[src/rtl/jt89_bus.sv]
// jt89_bus: SN76489-style CPU write interface and register file with busy handshake and tone clock enable.
// Ports: clk/rst (async active-high), cen chip clock enable, wr_n/din CPU write,
// ready write-accept flag, clken_tone cen/16, tone0..2 periods, vol0..3 attenuation,
// ctrl3 noise control, noise_rst one-cycle pulse on any noise-control write.
module jt89_bus #(
  parameter int BUSY_LEN = 32
) (
  input  logic       clk,
  input  logic       rst,
  input  logic       cen,
  input  logic       wr_n,
  input  logic [7:0] din,
  output logic       ready,
  output logic       clken_tone,
  output logic [9:0] tone0,
  output logic [9:0] tone1,
  output logic [9:0] tone2,
  output logic [3:0] vol0,
  output logic [3:0] vol1,
  output logic [3:0] vol2,
  output logic [3:0] vol3,
  output logic [2:0] ctrl3,
  output logic       noise_rst
);
  typedef enum logic {IDLE, BUSY} state_t;
  state_t      state_q;
  logic        wr_q, ready_q, noise_q, noise_d, typ_q, typ_d, styp, accept;
  logic [1:0]  chan_q, chan_d, sel;
  logic [7:0]  cnt_q;
  logic [3:0]  div_q;
  logic [2:0]  ctrl3_q, ctrl3_d;
  logic [9:0]  tone_q [3];
  logic [9:0]  tone_d [3];
  logic [3:0]  vol_q [4];
  logic [3:0]  vol_d [4];
  assign accept = !wr_n && wr_q && ready_q;
  // a latch byte addresses itself; a data byte reuses the stored target
  assign sel  = din[7] ? din[6:5] : chan_q;
  assign styp = din[7] ? din[4] : typ_q;
  always_comb begin
    chan_d  = accept && din[7] ? din[6:5] : chan_q;
    typ_d   = accept && din[7] ? din[4] : typ_q;
    tone_d  = tone_q;
    vol_d   = vol_q;
    ctrl3_d = ctrl3_q;
    noise_d = 1'b0;
    if (accept) begin
      if (styp) vol_d[sel] = din[3:0];
      else if (sel == 2'd3) begin
        ctrl3_d = din[2:0];
        noise_d = 1'b1;
      end
      else if (din[7]) tone_d[sel][3:0] = din[3:0];
      else tone_d[sel][9:4] = din[5:0];
    end
  end
  always_ff @(posedge clk or posedge rst) begin
    if (rst) begin
      wr_q    <= 1'b1;
      chan_q  <= 2'd0;
      typ_q   <= 1'b0;
      ctrl3_q <= 3'd0;
      noise_q <= 1'b0;
      div_q   <= 4'd0;
      tone_q  <= '{default: 10'd0};
      vol_q   <= '{default: 4'hF};
    end else begin
      wr_q    <= wr_n;
      chan_q  <= chan_d;
      typ_q   <= typ_d;
      ctrl3_q <= ctrl3_d;
      noise_q <= noise_d;
      div_q   <= div_q + 4'(cen);
      tone_q  <= tone_d;
      vol_q   <= vol_d;
    end
  end
  // the cen of the accepting cycle is not counted: the counter only starts in BUSY
  always_ff @(posedge clk or posedge rst) begin
    if (rst) begin
      state_q <= IDLE;
      cnt_q   <= 8'd0;
      ready_q <= 1'b1;
    end else begin
      unique case (state_q)
        IDLE: if (accept) begin
          state_q <= BUSY;
          cnt_q   <= 8'(BUSY_LEN);
          ready_q <= 1'b0;
        end
        BUSY: if (cen) begin
          cnt_q <= cnt_q - 8'd1;
          if (cnt_q == 8'd1) begin
            state_q <= IDLE;
            ready_q <= 1'b1;
          end
        end
        default: state_q <= IDLE;
      endcase
    end
  end
  assign ready      = ready_q;
  assign clken_tone = cen && (&div_q);
  assign tone0      = tone_q[0];
  assign tone1      = tone_q[1];
  assign tone2      = tone_q[2];
  assign vol0       = vol_q[0];
  assign vol1       = vol_q[1];
  assign vol2       = vol_q[2];
  assign vol3       = vol_q[3];
  assign ctrl3      = ctrl3_q;
  assign noise_rst  = noise_q;
endmodule

[config.mk]
export PLATFORM = sky130hd
export DESIGN_NAME = jt89_bus
export DESIGN_NICKNAME = d
export VERILOG_FILES = /design/src/rtl/jt89_bus.sv
export SDC_FILE = /design/constraint.sdc
export NUM_CORES = 1
export LEC_CHECK = 0
export CORE_MARGIN = 2
export CORE_UTILIZATION = 36
export CTS_CLUSTER_SIZE = 24
export DETAILED_ROUTE_END_ITERATION = 6
export PLACE_DENSITY = 0.6
export SLEW_MARGIN = 25
export SYNTH_ARGS = -nofsm -noshare
export SYNTH_HDL_FRONTEND = slang
export SYNTH_SLANG_ARGS = --single-unit
[constraint.sdc]
create_clock -name clk -period 2.2 [get_ports clk]
set_clock_uncertainty 0.2 [all_clocks]
set_input_delay 0.44 -clock clk [delete_from_list [all_inputs] [get_ports clk]]
set_output_delay 0.44 -clock clk [all_outputs]
set_load 0.05 [all_outputs]
==> flow_summary_export.csv <==
group,metric,value,unit
critical_path,worstPathArrival,1.51,ns
layout,area_growth,38.5,%
critical_path,r2r_start,"chan_q[1]",
floorplanning,initial_core_util,0.374,
clocking,root_buffer,"clkbuf_8",
critical_path,endpoint_kind,"output pin",
routing,ant_nets,0,
yosys,synthSimpleGateAreaFrac,0.102,
layout,layout-drive-gt1-share,0.460,
power,p_seq_frac,0.505,
power,internal_power,2.04,mW
yosys,yosys.area_share.adder,0.0172,
clocking,cts_htree_levels,3,
yosys,synth_flop_cell,"dfrtp_1",
routing,drc,0,
timing,rsz0062_at_grt,"false",
yosys,synth-seq-area-share,0.593,
worst_hold_path,hold_class,"reg2reg",
timing,setup_viol,0,
critical_path,cp.required,1.56,ns
layout,multi_input_area,1130,µm²
critical_path,slowest_stage,"clkdlybuf4s50_1",
yosys,synth.net_count,218,
timing,tightest_slew,0.527,ns
layout,final.fill_count,702,
place,io_buffer_count,63,
power,combPwrFrac,0.064,
worst_hold_path,min_path_cells,1,
layout,register_area,1720,µm²
yosys,synth_top_family_by_area,"multiplexers",
critical_path,startpoint_type,"register",
timing,period_needed,2.15,ns
worst_hold_path,hold_start,"div_q[3]",
timing,fmax,0.465,GHz
clocking,cts_sinks,68,
timing,maxSlewHeadroom,0.648,
timing,drv_slew,0,
grt,antenna_found_initial,0,
yosys,yosys_warnings,0,
yosys,syn_area,2910,µm²
routing,num_vias,1910,
grt,grt_pass1_vias,1946,
clocking,clk_latency,0.33,ns
yosys,ys_types,38,
power,leakagePower,2.08,nW
power,power.switching,579,µW
clocking,cts_setup_buffers,0,
clocking,clockBufferDepth,2,
yosys,synthArstFlopShare,1.00,
yosys,synth_xor_area_frac,0.00904,
clocking,clk_pin_slew,0.07,ns
routing,drtPass1Iterations,4,
layout,final_common_cell,"mux2_2",
power,total_power,2.62,mW
power,clkPwrFrac,0.431,
clocking,cts_inserted_buffers,9,
floorplanning,rows,32,
critical_path,r2r_end,"vol1[2]",
run_status,status,"finished, final reports clean",
layout,final_util,0.518,
timing,fin_crit_sh,0.977,
layout,fin_nets,302,
place,hpwl,4240,µm
yosys,synth_compound_area_frac,0.0409,
yosys,syn-instance-count,202,
floorplanning,die_area,8810,µm²
critical_path,slowest_delay,0.81,ns
timing,hold_viol,0,
critical_path,path_buf_inv,1,
timing,fin_tns_setup,0,ns
clocking,cts_tree,"yes",
floorplanning,die_w,93.8,µm
place,place_congestion,0.767,
layout,antennaDiodeCount,0,
worst_hold_path,holdPathEnd,"div_q[3]",
grt,grt_pass1_wl,10200,µm
critical_path,r2r_cells,3,
layout,final_cell_mix,"mux2_2 (53), dfrtp_1 (50), buf_4 (32), clkdlybuf4s50_1 (29), dfstp_2 (18)",
routing,wl,6110,µm
critical_path,crit_fanout,2,
critical_path,rrSetupSlack,0.31,ns
critical_path,path_cells,"clkdlybuf4s50_1",
job,cap_viol_max_count,0,
yosys,synth_seq_cells,68,
routing,drt_iter0_markers,50,
yosys,muxShareOfSynthArea,0.220,
grt,grt_max_degree,69,
critical_path,critPathTopFamily,"buffers and inverters",
power,p_per_area,650,nW/µm²
clocking,cts_resized,0,
routing,post_drt_wl_per_cell,15.5,µm
grt,overflow,0,
floorplanning,core_area,7770,µm²
power,switching_share,0.221,
clocking,cts_hold_buf,0,
critical_path,critical_path_class,"reg2out",
yosys,synth_edf_count,0,
floorplanning,die_h,93.8,µm
routing,viasPerCell,4.86,
power,vdd.ir_drop.worst,0.435,mV
grt,grt.total_usage,0.153,
yosys,synth_area_per_cell,14.4,µm²
floorplanning,top_level_ports,64,
[layer usage]
layer / up-vias / share of wire / global-route usage
li1: 894 / - / -
met2: 45 / 0.46 / 0.223
met1: 965 / 0.46 / 0.202
met4: 0 / 0.0088 / 0.0399
met3: 6 / 0.066 / 0.0795
met5: - / 0 / 0
[cell type report]
cell class              instances  share of cell area
repair buffers                 80               0.200
multi-input cells             123               0.281
well taps                     102              0.0317
inverters                       4             0.00466
clock buffers                  12              0.0361
flip-flops and latches         68               0.428
clock inverters                 4              0.0180
[metrics by stage]
stage	worst slack, ns	cells	hold slack (ns)	instance area, µm²
3_5_place_dp	-0.255	377	0.273	3770
2_1_floorplan	0.206	202	0.244	2910
3_3_place_gp	-0.272	377	0.264	3770
6_report	0.0514	393	0.274	4030
5_1_grt	0.000191	393	0.309	4030
4_1_cts	0.00885	393	0.284	3990
[synthesized netlist by cell type (2+ instances only)]
cell       number  area [µm²]
mux2_2         53         597
dfrtp_1        50        1250
dfstp_2        18         473
nand3_1         9        45.0
nor2_1          7        26.3
nand2_1         5        18.8
clkbuf_1        4        15.0
ha_1            4        50.1
inv_1           4        15.0
o21ai_0         4        20.0
nand2b_1        3        18.8
nand3b_1        3        22.5
or3_1           3        18.8
a211oi_2        2        25.0
a211oi_4        2        40.0
a21oi_1         2        10.0
mux2i_1         2        20.0
nand4b_1        2        17.5
nand4bb_1       2        22.5
nor3_1          2        10.0
nor3_2          2        20.0
nor4_1          2        12.5
xor2_1          2        17.5
[power by group through the flow]
stage,Combinational [mW],Sequential [mW],Clock (mW)
finish,0.168,1.32,1.13
global route,0.188,1.32,1.21
CTS,0.173,1.32,1.16
detailed placement,0.171,1.34,0
global placement,0.169,1.34,0
floorplan,0.0940,1.34,0
[flip-flops by register name, summed over array words and instances (netlist names), 2 cells and up]
register	flops
chan_q	2
cnt_q	8
ctrl3	3
div_q	4
tone0	10
tone1	10
tone2	10
vol0	4
vol1	4
vol2	4
vol3	4
[worst max path at each step]
stage / start / endpoint / slack, ns / depth (start not counted)
floorplan: ready / ctrl3[0] / 0.21 / 3
global placement: din[7] / vol2[1] / -0.27 / 5
detailed placement: din[7] / vol2[0] / -0.25 / 5
CTS: tone2[1] / tone2[1] / 0.009 / 1
global route: ctrl3[2] / ctrl3[2] / 0.0002 / 1
finish: tone2[3] / tone2[3] / 0.05 / 1
[logic make-up after synthesis]
| logic type | count (synthesis) |
|---|---|
| simple gates | 47 |
| mux | 56 |
| buf+inv | 11 |
| fa+ha+maj | 4 |
| compound gates | 13 |
| flops | 68 |
| xor+xnor | 3 |
No activity file was read; power rests on OpenSTA's default activity.
